## src/rtl/dct8_bfly_sched_pkg.sv

```systemverilog
// Shared constants and types for the 8-point DCT butterfly scheduler.
// Holds the FSM encoding and the delay-line entry layout.
package dct8_bfly_sched_pkg;

    localparam int unsigned DCT8_N      = 8;
    localparam int unsigned DCT8_PAIRS  = 4;
    localparam int unsigned DCT8_ADDR_W = 3;

    typedef enum logic [1:0] {
        S_IDLE  = 2'd0,
        S_ISSUE = 2'd1,
        S_DRAIN = 2'd2,
        S_DONE  = 2'd3
    } state_t;

    typedef struct packed {
        logic                   valid;
        logic [DCT8_ADDR_W-1:0] a;
        logic [DCT8_ADDR_W-1:0] b;
    } pipe_t;

endpackage

```

## src/rtl/dct8_pair_gen.sv

```systemverilog
// Combinational (stage, pair) -> (a, b) address map for the in-place 8-point butterfly network.
module dct8_pair_gen
    import dct8_bfly_sched_pkg::*;
(
    input  logic [1:0]             stage,
    input  logic [1:0]             k,
    output logic [DCT8_ADDR_W-1:0] addr_a,
    output logic [DCT8_ADDR_W-1:0] addr_b
);

    always_comb begin
        // Stage 0: one block of 8, pairs mirror around the centre.
        addr_a = {1'b0, k};
        addr_b = DCT8_ADDR_W'(DCT8_N - 1) - {1'b0, k};
        case (stage)
            2'd1: begin
                addr_a = {k[1], 1'b0, k[0]};
                addr_b = {k[1], 1'b1, ~k[0]};
            end
            2'd2: begin
                addr_a = {k, 1'b0};
                addr_b = {k, 1'b1};
            end
            default: ;
        endcase
    end

endmodule

```

## src/rtl/dct8_bfly_sched.sv

```systemverilog
// Sequencer time-sharing one registered butterfly across all pair operations of an
// 8-point in-place DCT pass: read issue, butterfly enable and delayed write-back.
module dct8_bfly_sched
    import dct8_bfly_sched_pkg::*;
#(
    parameter int unsigned NUM_STAGES = 3,
    parameter int unsigned MEM_LAT    = 1,
    parameter int unsigned BF_LAT     = 1
) (
    input  logic                   clk,
    input  logic                   rst,
    input  logic                   start,
    input  logic                   stall,
    output logic                   busy,
    output logic                   done,
    output logic [1:0]             stage,
    output logic                   rd_en,
    output logic [DCT8_ADDR_W-1:0] rd_addr_a,
    output logic [DCT8_ADDR_W-1:0] rd_addr_b,
    output logic                   bf_enable,
    output logic                   wr_en,
    output logic [DCT8_ADDR_W-1:0] wr_addr_a,
    output logic [DCT8_ADDR_W-1:0] wr_addr_b
);

    localparam int unsigned DLY = MEM_LAT + BF_LAT;
    localparam int unsigned DW  = $clog2(DLY + 1);

    state_t                 state_q, state_d;
    logic [1:0]             k_q, k_d;
    logic [1:0]             stage_q, stage_d;
    logic [DW-1:0]          drain_q, drain_d;
    pipe_t                  pipe_q [DLY];
    logic [DCT8_ADDR_W-1:0] pair_a, pair_b;

    dct8_pair_gen u_pair_gen (
        .stage  (stage_q),
        .k      (k_q),
        .addr_a (pair_a),
        .addr_b (pair_b)
    );

    always_ff @(posedge clk or posedge rst) begin
        if (rst) begin
            state_q <= S_IDLE;
            k_q     <= '0;
            stage_q <= '0;
            drain_q <= '0;
        end else begin
            state_q <= state_d;
            k_q     <= k_d;
            stage_q <= stage_d;
            drain_q <= drain_d;
        end
    end

    always_comb begin
        state_d = state_q;
        k_d     = k_q;
        stage_d = stage_q;
        drain_d = drain_q;
        if (!stall) begin
            case (state_q)
                S_IDLE: begin
                    if (start) begin
                        state_d = S_ISSUE;
                        stage_d = '0;
                        k_d     = '0;
                    end
                end
                S_ISSUE: begin
                    k_d = k_q + 2'd1;
                    if (k_q == 2'(DCT8_PAIRS - 1)) begin
                        state_d = S_DRAIN;
                        drain_d = '0;
                    end
                end
                S_DRAIN: begin
                    // Wait out the read+butterfly latency so the next stage sees landed writes.
                    if (drain_q == DW'(DLY - 1)) begin
                        if (stage_q == 2'(NUM_STAGES - 1)) begin
                            state_d = S_DONE;
                        end else begin
                            state_d = S_ISSUE;
                            stage_d = stage_q + 2'd1;
                            k_d     = '0;
                        end
                    end else begin
                        drain_d = drain_q + DW'(1);
                    end
                end
                S_DONE: begin
                    state_d = S_IDLE;
                    stage_d = '0;
                end
                default: state_d = S_IDLE;
            endcase
        end
    end

    assign rd_en     = (state_q == S_ISSUE) && !stall;
    assign rd_addr_a = rd_en ? pair_a : '0;
    assign rd_addr_b = rd_en ? pair_b : '0;

    always_ff @(posedge clk or posedge rst) begin
        if (rst) begin
            for (int i = 0; i < int'(DLY); i++) pipe_q[i] <= '0;
        end else if (!stall) begin
            pipe_q[0] <= {rd_en, rd_addr_a, rd_addr_b};
            for (int i = 1; i < int'(DLY); i++) pipe_q[i] <= pipe_q[i-1];
        end
    end

    assign bf_enable = pipe_q[MEM_LAT-1].valid && !stall;
    assign wr_en     = pipe_q[DLY-1].valid && !stall;
    assign wr_addr_a = pipe_q[DLY-1].a;
    assign wr_addr_b = pipe_q[DLY-1].b;

    assign busy  = (state_q != S_IDLE);
    assign done  = (state_q == S_DONE);
    assign stage = stage_q;

endmodule

```

## config.mk

```make
export PLATFORM = sky130hd
export DESIGN_NAME = dct8_bfly_sched
export DESIGN_NICKNAME = d
export VERILOG_FILES = /design/src/rtl/dct8_bfly_sched_pkg.sv /design/src/rtl/dct8_pair_gen.sv /design/src/rtl/dct8_bfly_sched.sv
export SDC_FILE = /design/constraint.sdc
export NUM_CORES = 1
export LEC_CHECK = 0
export BUFFER_PORTS_ARGS = -buffer_cell sky130_fd_sc_hd__buf_4
export CORE_AREA = 2 2 48 50
export CTS_BUF_LIST = sky130_fd_sc_hd__clkbuf_8
export DETAILED_ROUTE_END_ITERATION = 12
export DIE_AREA = 0 0 50 52
export PLACE_DENSITY = 0.94
export SLEW_MARGIN = 20
export SYNTH_ARGS = -nofsm -noshare
export SYNTH_HDL_FRONTEND = slang
export SYNTH_SLANG_ARGS = --single-unit
```

## constraint.sdc

```tcl
create_clock -name clk -period 4.4 [get_ports clk]
set_clock_uncertainty 0.1 [all_clocks]
set_input_delay 0.22 -clock clk [delete_from_list [all_inputs] [get_ports clk]]
set_output_delay 0.22 -clock clk [all_outputs]
set_load 0.02 [all_outputs]
```

Word level (Yosys, flattened, before mapping)
Index checks and enable logic that the tools add are counted.

storage, ports and cells
  word-level logic and storage cells = 60
  register bits = 22
  memory bits (read-only) = 0
  memories kept = 0
  output and inout bits = 19
  bits in writable memories = 0
  latch bits = 0
  input bits = 4

cells by class
  divide/modulo/power cells = 0
  equal/unequal tests = 12
  mux-type cells = 19
  $lt $le $gt $ge = 0
  shift-type cells = 0
  multiply operators = 0
  add/subtract/negate cells = 4
  bitwise logic cells = 2
  reduce and logical (&&, ||, !) cells = 13

operators with widths
  operator                                             count
  2-to-1 mux 2 bit                                     11
  one-hot mux 2 bit (3 select lines)                   2
  one-hot mux 3 bit (2 select lines)                   2
  != test 2 bit, second input constant                 5
  AND reduction 5 bit                                  2
  equality test 2 bit, second input constant           4
  one-hot mux 2 bit (4 select lines)                   1
  AND reduction 4 bit                                  2
  adder 2 x 1 -> 2 bit, second input constant          3
  equality test 2 x 1 -> 1 bit, second input constant  3
  2-to-1 mux 3 bit                                     2
  nonzero test 3 bit                                   2
  one-hot mux 2 bit (2 select lines)                   1
  nonzero test 2 bit                                   2
  logical AND 1 bit                                    3
  subtractor 3 x 2 -> 3 bit, first input constant      1
  logical NOT 2 bit                                    1
  NOT 1 bit                                            2
  logical NOT 1 bit                                    1

Depth between registers and ports, before layout
Gate-level depths: netlist (run 1).

  depth after elaboration = 4
  mapped depth = 5
  mapped depth without buffers = 5

Modules after synthesis
From an unflattened synthesis (run 1), not the netlist that was laid out.

unflattened totals
  cell total of the unflattened synthesis = 118
  area, all modules = 1222.4 um^2

modules (own cells, without submodules)
  module           area an instance (um^2)  cells each  sequential area each (um^2)  times used
  dct8_bfly_sched  1124.8                   103         550.5                        1
  dct8_pair_gen    97.6                     15          0.0                          1

Worst setup path before layout (run 1)
OpenSTA, ideal clock, no wires.

  kind = register to register
  start point = register stage_q[0], in the netlist stage[0]
  end point = register pipe_q[8] (netlist name)
  cell stages (with the launch flop) = 6
  clock period less this slack = 1.785 ns
  data required time = 4.182 ns
  library setup time = 0.118 ns
  arrival = 1.567 ns
  path buffers = 0
  setup slack = 2.615 ns
  cell sequence = dfrtp_1 inv_1 ha_1 a211o_1 and3_4 a21o_1

on the way
  cells in the longest elaborated chain, start to end = 3
  elaborated cells on any way between the ends = 4
  classes of those cells = eq/ne (2); mux (2)

ends and longest elaborated chain
  element                                                              line                    RTL
  from (decl)                                                          dct8_bfly_sched.sv:31   logic [1:0] stage_q, stage_d;
  from (signal assigned)                                               dct8_bfly_sched.sv:52   stage_q <= stage_d;
  equality test 2 bit or equality test 2 x 1 -> 1 bit (tied branches)  dct8_pair_gen.sv:15     case (stage)
  one-hot mux 3 bit (2 select lines) (*)                               dct8_pair_gen.sv:15
  2-to-1 mux 3 bit (*)                                                 dct8_bfly_sched.sv:103  assign rd_addr_b = rd_en ? pair_b : '0;
  named net rd_addr_b[1]                                               dct8_bfly_sched.sv:19   output logic [DCT8_ADDR_W-1:0] rd_addr_b,
  to (decl)                                                            dct8_bfly_sched.sv:33   pipe_t pipe_q [DLY];

The timed path passes the listed nets; every way through them passes the cells marked *.
A chain may end at the register's enable or synchronous reset.

Final worst setup path (run 1)
  start point = register state_q[0]
  end point = output port rd_addr_a[2]

on the way
  cells in the longest elaborated chain, start to end = 3

ends and longest elaborated chain
  element                       line                    RTL
  from (decl)                   dct8_bfly_sched.sv:29   state_t state_q, state_d;
  from (signal assigned)        dct8_bfly_sched.sv:50   state_q <= state_d;
  equality test 2 x 1 -> 1 bit  dct8_bfly_sched.sv:101  assign rd_en = (state_q == S_ISSUE) && !stall;
  logical AND 1 bit             dct8_bfly_sched.sv:101
  2-to-1 mux 3 bit              dct8_bfly_sched.sv:102  assign rd_addr_a = rd_en ? pair_a : '0;
  to (decl)                     dct8_bfly_sched.sv:18   output logic [DCT8_ADDR_W-1:0] rd_addr_a,

No other way between the ends.

==> flow_metrics.env, run 1 <==
export IMPL_status="finished, final reports clean"
export IMPL_netlist_cell_type_count=33
export IMPL_setup_worst_path_class="register to primary output"
export IMPL_tritoncts_num_sinks=22
export IMPL_drt_initial_drc_count=22
export IMPL_post_synth_inst_count=107
export IMPL_post_synth_instance_area_um2=1200
export IMPL_cts_max_level=1
export IMPL_postRouteAntennaNets=0
export IMPL_critPathMaxFanout=17
export IMPL_clkLatencyLatePin_ps=250
export IMPL_clock_tree_root_cell="clkbuf_8"
export IMPL_power_switching_uw=348
export IMPL_worst_r2r_path_depth=3
export IMPL_initial_utilization=0.569
export IMPL_setup_violations=0
export IMPL_die_height_um=52
export IMPL_setup_worst_path_start="state_q[0]$_DFFE_PP0P_"
export IMPL_syn2layout_area_growth_pct=13.9
export IMPL_setup_tns_ps=0
export IMPL_final_hold_violating_endpoints=0
export IMPL_yosysWarnings=0
export IMPL_cell_internal_pwr_uw=545
export IMPL_post_cts_resize_count=0
export IMPL_vias=830
export IMPL_leakage_power_uw=0.000682
export IMPL_global_route_overflow_total=0
export IMPL_clock_power_share=0.132
export IMPL_cp_start_kind="register"
export IMPL_wl_per_cell_um=13.7
export IMPL_place_detailed_instances=146
export IMPL_regToRegStartpoint="state_q[1]$_DFFE_PP0P_"
export IMPL_measured_slew_at_the_worst_slew_check_pin_ps=803
export IMPL_antenna_cells=0
export IMPL_dr_pass1_iters=4
export IMPL_final_layout_fill_cell_count=169
export IMPL_clock_transition_at_the_registers_of_the_reported_paths_ps=70
export IMPL_hp_class="input pin to async pin"
export IMPL_timing_final_crit_period_ps=2150
export IMPL_grt_first_pass_wirelength_um=3480
export IMPL_endpoint_of_the_most_critical_register_to_register_path="stage[0]$_DFFE_PP0P_"
export IMPL_vias_in_the_first_global_route=829
export IMPL_finalCritPeriodShare=0.489
export IMPL_ys_ff_latch=22
export IMPL_syn_nets=116
export IMPL_numCtsBuffers=3
export IMPL_worst_r2r_setup_slack_ps=2660
export IMPL_total_power_uw=892
export IMPL_postRouteWirelength_um=2040
export IMPL_max_cap_viol_count=0
export IMPL_layout_nets=132
export IMPL_average_size_of_a_mapped_cell_um2=11.2
export IMPL_cts_tree="built"
export IMPL_finalWeightedCongestion=0.841
export IMPL_drcViolationCount=0
export IMPL_cp_required_ps=4080
export IMPL_design_portCount=23
export IMPL_route_detailed_vias_per_inst=5.57
export IMPL_die_area_um2=2600
export IMPL_post_cts_buffers=0
export IMPL_pwr_share_comb=0.475
export IMPL_maxSlewHeadroom=0.464
export IMPL_peakVddDrop_v=0.000433
export IMPL_hold_slack_ps=16.8
export IMPL_placement_rows=17
export IMPL_globalRouteTotalUtil=0.179
export IMPL_rsz0062_at_grt="false"
export IMPL_max_freq_mhz=465
export IMPL_commonest_non_fill_non_tap_cells_in_the_layout="dfrtp_1, buf_4, mux2_2, a21o_1, inv_1"
export IMPL_timing_max_transition_violations_final=0
export IMPL_antenna_violations_before_repair=0
export IMPL_ctsHoldBuffers=0
export IMPL_dpl_hpwl_um=1550
export IMPL_largest_net_degree_at_the_start_of_global_routing=23
export IMPL_port_buffers=22
export IMPL_final_layout_size_suffix_gt1_frac=0.331
export IMPL_worst_setup_path_end_kind="primary output"
export IMPL_fin_util=0.648
export IMPL_seqPwrFrac=0.394
export IMPL_power_density_nw_per_um2=654
export IMPL_worstPathArrival_ps=1830
export IMPL_synth_seq_area_share=0.460
export IMPL_switching_power_as_a_share_of_total_power=0.390
export IMPL_dieWidth_um=50
export IMPL_number_of_standard_cells_in_the_layout_taps_in_and_fillers_out=149
export IMPL_cts_max_path_buffers=2
export IMPL_core_um2=2110
-- cells in the mapped netlist, drive strengths merged --
library cell | count | area (µm²)
buf | 10 | 71.3
nand2b | 2 | 12.5
a221o | 2 | 20.0
or2 | 1 | 6.26
clkbuf | 1 | 3.75
a22o | 1 | 8.76
o21ai | 3 | 15.0
nand3b | 2 | 15.0
o21a | 4 | 30.0
ha | 5 | 62.6
a21o | 8 | 60.1
o211ai | 4 | 30.0
and2 | 1 | 6.26
nand2 | 3 | 11.3
nor3 | 4 | 20.0
and3 | 2 | 17.5
nor3b | 1 | 18.8
or2b | 1 | 7.51
or3b | 2 | 17.5
inv | 6 | 22.5
a21oi | 3 | 22.5
dfrtp | 22 | 551
a22oi | 1 | 7.51
clkinv | 1 | 8.76
mux2 | 9 | 101
nor2 | 3 | 11.3
o2bb2ai | 2 | 17.5
a211o | 1 | 8.76
nor2b | 2 | 12.5
-- flip-flops by register name, indices dropped and copies added (netlist names) --
signal,cells
pipe_q,8
wr_addr_a,3
wr_addr_b,3
drain_q,2
k_q,2
stage,2
state_q,2
-- power groups by stage --
stage	Clock [µW]	Sequential, µW	Combinational, µW
2_1_floorplan	0	329	346
3_3_place_gp	0	346	415
3_5_place_dp	0	356	427
4_1_cts	122	351	429
5_1_grt	131	364	459
6_report	117	351	423
-- stage by stage --
| step | instance area (µm²) | setup slack, ps |
|---|---|---|
| finish | 1360 | 2250 |
| floorplan | 1200 | 2620 |
| CTS | 1360 | 2230 |
| global placement | 1320 | 2600 |
| global route | 1360 | 2160 |
| detailed placement | 1320 | 2520 |
-- worst max-delay path by stage --
stage | to | cells after the start
6_report | rd_addr_a[2] | 3
5_1_grt | rd_addr_a[2] | 3
4_1_cts | rd_addr_a[2] | 3
3_5_place_dp | rd_addr_a[2] | 3
3_3_place_gp | rd_addr_b[1] | 4
2_1_floorplan | pipe_q[8]$_DFFE_PP0N_ | 5
-- cells by family (layout without fill, tap and decap cells) --
group           after synthesis  after routing  share of synthesized area
compound gates               29             29                      0.184
fa+ha+maj                     5              5                     0.0522
buf+inv                      18             32                     0.0888
flops                        22             22                      0.460
mux                           9              9                     0.0846
simple gates                 24             24                      0.131
-- final cells by class --
class	count	area, µm²	area share
Sequential cell	22	551	0.404
Tap cell	28	35.0	0.0257
Clock buffer	3	41.3	0.0303
Multi-Input combinational cell	67	541	0.396
Inverter	7	31.3	0.0229
Timing Repair Buffer	22	165	0.121
-- critical path, cell delays in order (launching register included) --
cell	delay (ps)
dfrtp_1	580
or3b_1	570
nor3b_4	250
buf_4	170
-- per-layer routing --
metal  track usage  part of all wire  vias to the layer above
met1         0.202              0.44                      395
met5             0                 0                        -
met3        0.0345             0.046                        4
li1              -                 -                      406
met2         0.316              0.50                       25
met4         0.102             0.020                        0
(Power assumes the default switching activity.)
==> run 2: changes to the inputs <==
Settings changed: ABC_AREA set to 1, CORE_AREA 2 2 48 50 to 2 2 40 70, DIE_AREA 0 0 50 52 to 0 0 42 72, PLACE_DENSITY 0.94 to 0.86.
Clock period 4.4 ns to 1.9 ns, I/O delays scaled along.
==> run 2 against run 1 <==
- power is 130% higher
- synthesized cell count increased by 42%
- sequential power grew 120%
- critical path depth increased by 3
- core utilization decreased by 6.9 points
- non-clock buffer count grew 2
- sequential cell count did not move
- worst hold slack better by 57 ps
- register-to-register slack worse by 2300 ps
- combinational power increased by 130%
- final cell count up 32%
- critical endpoint is now rd_addr_a[1]
- largest cell class unchanged
==> flow_metrics.env, run 2 <==
export IMPL_status="finished, final reports clean"
export IMPL_fin_ws_ps=86.1
export IMPL_port_buffers=22
export IMPL_post_synth_instance_area_um2=1210
export IMPL_final_layout_fill_cell_count=216
export IMPL_synth_enable_flop_cells=0
export IMPL_synth_seq_area_share=0.455
export IMPL_cp_required_ps=1700
export IMPL_post_place_ws_ps=229
export IMPL_globalRouteTotalUtil=0.171
export IMPL_wl_per_cell_um=12.3
export IMPL_critPathMaxFanout=7
export IMPL_timing_max_transition_violations_final=0
export IMPL_postRouteWirelength_um=2420
export IMPL_most_repeated_cell_in_the_gate_level_netlist_after_synthesis="nand2_1"
export IMPL_finalCritPeriodShare=0.955
export IMPL_dieWidth_um=42
export IMPL_cts_tree="built"
export IMPL_core_um2=2430
export IMPL_die_area_um2=3020
export IMPL_initial_utilization=0.498
export IMPL_cp_start_kind="register"
export IMPL_max_freq_mhz=551
export IMPL_top_area_cells_in_the_synthesized_netlist="dfrtp_1, nand2_1, inv_1, o21ai_0, ha_1"
export IMPL_antenna_violations_before_repair=0
export IMPL_postRouteAntennaNets=0
export IMPL_synth_top_cell_area_share=0.455
export IMPL_dpl_hpwl_um=1870
export IMPL_vias=1017
export IMPL_drt_initial_drc_count=38
export IMPL_vias_in_the_first_global_route=986
export IMPL_worstPathArrival_ps=1620
export IMPL_synth_area_leader_cell="dfrtp_1"
export IMPL_async_flop_share=1.00
export IMPL_maxSlewHeadroom=0.468
export IMPL_measured_slew_at_the_worst_slew_check_pin_ps=797
export IMPL_synth_area_mux_share=0
export IMPL_max_ffs_per_register=8
export IMPL_netlist_cell_type_count=19
export IMPL_setup_worst_path_class="register to primary output"
export IMPL_finalWeightedCongestion=0.871
export IMPL_most_common_cell_after_layout_fill_and_taps_aside="nand2_1"
export IMPL_setup_violations=0
export IMPL_placement_rows=24
export IMPL_ys_ff_latch=22
export IMPL_clkLatencyLatePin_ps=250
export IMPL_syn_nets=161
export IMPL_grt_first_pass_wirelength_um=4000
export IMPL_clock_tree_root_cell="clkbuf_8"
export IMPL_tritoncts_num_sinks=22
export IMPL_antenna_cells=0
export IMPL_final_hold_violating_endpoints=0
export IMPL_global_route_overflow_total=0
export IMPL_synth_ff_type="dfrtp_1"
export IMPL_peakVddDrop_v=0.000715
export IMPL_average_size_of_a_mapped_cell_um2=7.97
export IMPL_yosysWarnings=0
export IMPL_hold_slack_ps=73.7
export IMPL_drcViolationCount=0
export IMPL_yosys_area_share_adder=0.0517
export IMPL_design_portCount=23
export IMPL_synth_xor_area_share=0
export IMPL_final_layout_size_suffix_gt1_frac=0.235
export IMPL_route_detailed_vias_per_inst=5.19
export IMPL_largest_register="pipe_q"
export IMPL_numCtsBuffers=3
export IMPL_synth_compound_gate_area_share=0.106
export IMPL_layout_nets=181
export IMPL_die_height_um=72
export IMPL_max_cap_viol_count=0
export IMPL_hp_class="input pin to register"
export IMPL_post_synth_inst_count=152
export IMPL_leakage_power_uw=0.000769
export IMPL_power_density_nw_per_um2=1440
export IMPL_timing_final_crit_period_ps=1810
export IMPL_cts_max_level=1
export IMPL_worst_setup_path_end_kind="primary output"
export IMPL_yosys_top_cells_count="nand2_1, inv_1, dfrtp_1"
export IMPL_syn2layout_area_growth_pct=16.1
export IMPL_cts_max_path_buffers=2
export IMPL_synth_simple_gate_area_share=0.247
export IMPL_clock_transition_at_the_registers_of_the_reported_paths_ps=70
export IMPL_commonest_non_fill_non_tap_cells_in_the_layout="nand2_1, inv_1, buf_4, dfrtp_1"
export IMPL_largest_net_degree_at_the_start_of_global_routing=23
export IMPL_dr_pass1_iters=4
export IMPL_largest_family_of_logic_cells_by_synthesized_area="simple AND/OR/NAND/NOR gates"
==> run 2: cell count changes in the layout (fill, tap and decap cells not counted), sizes merged, moves of 3 or more <==
cell / previous run / this run
o21a: 4 / 1
inv: 6 / 28
nand2: 3 / 38
o21ai: 3 / 19
nand3: 0 / 7
a21o: 8 / 0
nor2: 3 / 17
mux2: 9 / 0
a21oi: 3 / 0
o211ai: 4 / 0
nor3: 4 / 0
o22ai: 0 / 3
==> run 2: cells by family after synthesis <==
group	Yosys count
and+or+nand+nor	64
buffers and inverters	37
AOI/OAI and AO/OA	24
DFF	22
adders and majority gates	5
==> run 2: worst max-delay path: stages, from the launching register on <==
cell	delay, ps
dfrtp_1	420
inv_1	100
ha_2	380
nand2_1	90
o21a_1	130
nor2_1	100
buf_4	150
==> run 2: path summary, 6_finish.rpt <==
path,from,endpoint,slack (ps),cells after the start
worst max-delay path,stage[0]$_DFFE_PP0P_,rd_addr_a[1],90,6
worst min-delay path,stall,wr_addr_a[2]$_DFFE_PP0N_,70,2
worst max register to register,stage[0]$_DFFE_PP0P_,k_q[1]$_DFFE_PP0P_,410,6
worst min register to register,wr_addr_a[2]$_DFFE_PP0N_,wr_addr_a[2]$_DFFE_PP0N_,390,2
max in group asynchronous,rst,stage[1]$_DFFE_PP0P_,700,3
min in group asynchronous,rst,state_q[1]$_DFFE_PP0P_,450,3
==> run 2: repair_timing <==
action,4_1_cts,5_1_grt
setup buffers,0,1
pin swaps,0,0
endpoints found under the hold margin,22,0
setup endpoints to repair,1,4
hold buffers,1,0
resized for setup,1,4
==> run 2: stage by stage <==
step	utilization	std cells	TNS, ps	power [µW]	instance area (µm²)
finish	0.578	196	0	2030	1410
global route	0.578	196	-2.38	2190	1410
CTS	0.574	195	0	2010	1400
detailed placement	0.552	191	0	1730	1340
global placement	0.552	191	0	1670	1340
floorplan	-	152	0	1460	1210
==> run 2: per-layer routing <==
layer / track usage / vias up / part of all wire
li1: - / 500 / -
met1: 0.181 / 480 / 0.38
met2: 0.325 / 35 / 0.56
met3: 0.0323 / 2 / 0.048
met4: 0.0681 / 0 / 0.0050
met5: 0 / - / 0
==> run 2: power by group <==
part           internal (µW)  switching [µW]  leakage, µW  total [µW]
sequential               624             139     0.000292         763
combinational            372             617     0.000456         989
clock                    141             135    0.0000216         276
==> run 2: final cells by class <==
class	instances	area [µm²]	share of cell area
inverters	28	105	0.0747
repair buffers	24	183	0.130
clock buffers	3	41.3	0.0294
multi-input cells	93	493	0.351
flip-flops and latches	22	552	0.392
well taps	26	32.5	0.0231
==> run 3: changes to the inputs <==
Settings changed: ABC_AREA 1 to unset, PLACE_DENSITY 0.86 to 0.85, RECOVER_POWER set to 100.
==> run 3 against run 2 <==
- sequential cell count is the same
- global-route usage grew 0.15 points
- first-iteration DRC count shrank 26%
- critical path type unchanged
- maximum frequency shrank 0.92%
- routed wire length shrank 3.2%
- setup slack lost 17 ps
- worst hold slack gained 24 ps
- register-to-register slack lost 280 ps
- die area is the same
- largest cell class is now multi-input gates
- clock-buffer cell count is the same
- critical endpoint is now rd_addr_b[1]
- via count shrank 14%
==> flow_metrics.env, run 3 (synthesis results as in run 1) <==
export IMPL_globalRouteTotalUtil=0.173
export IMPL_wl_met1_um=905
export IMPL_dieWidth_um=42
export IMPL_max_cap_viol_count=0
export IMPL_leakage_power_uw=0.000662
export IMPL_critPathMaxFanout=10
export IMPL_finalCritPeriodShare=0.964
export IMPL_regToRegStartpoint="drain_q[0]$_DFFE_PP0P_"
export IMPL_numCtsBuffers=3
export IMPL_cts_tree="built"
export IMPL_max_ffs_per_register=8
export IMPL_die_area_um2=3020
export IMPL_clock_power_share=0.134
export IMPL_clock_tree_root_cell="clkbuf_8"
export IMPL_critPathCapture="rd_addr_b[1]"
export IMPL_route_detailed_vias_per_inst=5.74
export IMPL_cts_max_path_buffers=2
export IMPL_cp_required_ps=1700
export IMPL_drcViolationCount=0
export IMPL_largest_register="pipe_q"
export IMPL_peakVddDrop_v=0.000904
export IMPL_core_um2=2430
export IMPL_timing_critical_path_depth=4
export IMPL_status="finished, final reports clean"
export IMPL_maxSlewHeadroom=0.631
export IMPL_antenna_cells=0
export IMPL_seqPwrFrac=0.380
export IMPL_max_freq_mhz=546
export IMPL_cell_internal_pwr_uw=1240
export IMPL_largest_net_degree_at_the_start_of_global_routing=23
export IMPL_pwr_share_comb=0.485
export IMPL_critical_path_top_delay_family="simple AND/OR/NAND/NOR gates"
export IMPL_cp_slowest_cell="dfrtp_1"
export IMPL_layout_nets=137
export IMPL_tritoncts_num_sinks=22
export IMPL_rsz0062_at_grt="false"
export IMPL_vias_in_the_first_global_route=961
export IMPL_initial_utilization=0.492
export IMPL_design_portCount=23
export IMPL_clkLatencyLatePin_ps=250
export IMPL_setup_violations=0
export IMPL_global_route_overflow_total=0
export IMPL_wl_per_cell_um=15.4
export IMPL_number_of_standard_cells_in_the_layout_taps_in_and_fillers_out=152
export IMPL_postRouteAntennaNets=0
export IMPL_place_detailed_instances=147
export IMPL_dpl_hpwl_um=1730
export IMPL_worstPathArrival_ps=1640
export IMPL_cts_max_level=1
export IMPL_timing_final_crit_period_ps=1830
export IMPL_hp_class="input pin to register"
export IMPL_dr_wl_met2_um=1300
export IMPL_setup_worst_path_class="register to primary output"
export IMPL_drt_initial_drc_count=28
export IMPL_setup_tns_ps=0
export IMPL_power_density_nw_per_um2=1520
export IMPL_final_layout_size_suffix_gt1_frac=0.270
export IMPL_cp_num_buf_inv=2
export IMPL_commonest_non_fill_non_tap_cells_in_the_layout="dfrtp_1, buf_4, clkbuf_1, a21o_1, mux2_2"
export IMPL_port_buffers=22
export IMPL_slowest_delay_ps=490
export IMPL_most_common_cell_after_layout_fill_and_taps_aside="dfrtp_1"
export IMPL_antenna_violations_before_repair=0
export IMPL_finalWeightedCongestion=0.791
export IMPL_switching_power_as_a_share_of_total_power=0.406
export IMPL_grt_first_pass_wirelength_um=4040
export IMPL_cp_start_kind="register"
export IMPL_dpl_cell_area_um2=1340
export IMPL_met3RoutedLength_um=108
export IMPL_critical_path_cell_chain="or3b_4 > clkinv_4 > and3_4 > buf_4"
export IMPL_final_hold_violating_endpoints=0
export IMPL_dr_pass1_iters=4
export IMPL_setup_worst_path_start="state_q[0]$_DFFE_PP0P_"
export IMPL_vias=872
export IMPL_worst_r2r_setup_slack_ps=130
export IMPL_die_height_um=72
export IMPL_top_metal_layer_carrying_routed_signals="met4"
export IMPL_syn2layout_area_growth_pct=14.2
export IMPL_measured_slew_at_the_worst_slew_check_pin_ps=553
export IMPL_stdcell_area_um2=1370
export IMPL_endpoint_of_the_most_critical_register_to_register_path="drain_q[1]$_DFFE_PP0P_"
export IMPL_worst_setup_path_end_kind="primary output"
export IMPL_power_switching_uw=843
export IMPL_placement_rows=24
export IMPL_clock_transition_at_the_registers_of_the_reported_paths_ps=70
export IMPL_postRouteWirelength_um=2340
export IMPL_timing_max_transition_violations_final=0
export IMPL_worst_r2r_path_depth=4
[run 3: changes by cell type in the layout (fill, tap and decap cells not counted), sizes merged, moves of 4 or more]
cell | previous run | this run
nand2 | 38 | 3
inv | 28 | 6
o21ai | 19 | 3
clkbuf | 3 | 18
nor2 | 17 | 3
buf | 23 | 11
mux2 | 0 | 9
a21o | 0 | 8
nand3 | 7 | 0
nor3 | 0 | 4
o211ai | 0 | 4
[run 3: power groups by stage]
stage          clock, µW  combinational, µW  sequential [µW]
2_1_floorplan          0                801              761
3_3_place_gp           0               1000              787
3_5_place_dp           0               1050              806
4_1_cts              288               1090              788
5_1_grt              310               1090              818
6_report             279               1010              791
[run 3: layout make-up]
cell class / count / area [µm²]
fill: 230 / 1060
multi-input combinational: 67 / 556
sequential: 22 / 551
timing repair buffer: 27 / 156
clock buffer: 3 / 41.3
tap: 26 / 32.5
inverter: 7 / 31.3
[run 3: timing repair]
| action | CTS | global route |
|---|---|---|
| pin swaps | 0 | 1 |
| setup buffers | 1 | 0 |
| setup endpoints to repair | 5 | 2 |
| endpoints found under the hold margin | 22 | 0 |
| gates resized for setup | 2 | 1 |
| hold buffers | 1 | 0 |
| cloned | 0 | 0 |
[run 3: worst min-delay path by stage]
| stage | depth (start not counted) | slack (ps) | endpoint | startpoint |
|---|---|---|---|---|
| finish | 3 | 100 | pipe_q[13]$_DFFE_PP0N_ | stall |
| global route | 3 | 140 | pipe_q[13]$_DFFE_PP0N_ | stall |
| CTS | 3 | 100 | pipe_q[13]$_DFFE_PP0N_ | stall |
| detailed placement | 3 | 60 | pipe_q[7]$_DFFE_PP0N_ | rst |
| global placement | 3 | 50 | pipe_q[7]$_DFFE_PP0N_ | rst |
| floorplan | 1 | -20 | drain_q[0]$_DFFE_PP0P_ | rst |
[run 3: routing by layer]
metal	vias up	GRT usage
li1	411	-
met1	434	0.167
met2	23	0.337
met3	4	0.0323
met4	0	0.0824
met5	-	0
[run 3: through the flow]
stage / setup WS (ps) / util / total power [µW] / hold WS, ps
2_1_floorplan: 115 / - / 1560 / -15.8
3_3_place_gp: 213 / 0.552 / 1790 / 48.0
3_5_place_dp: 131 / 0.552 / 1860 / 64.9
4_1_cts: 32.7 / 0.578 / 2160 / 97.4
5_1_grt: 10.8 / 0.562 / 2220 / 138
6_report: 69.2 / 0.562 / 2080 / 97.7
[run 3: worst register-to-register path: stages (launching register included)]
cell	delay, ps
dfrtp_1	400
ha_1	220
or3b_1	340
a21oi_1	240
mux2_2	360
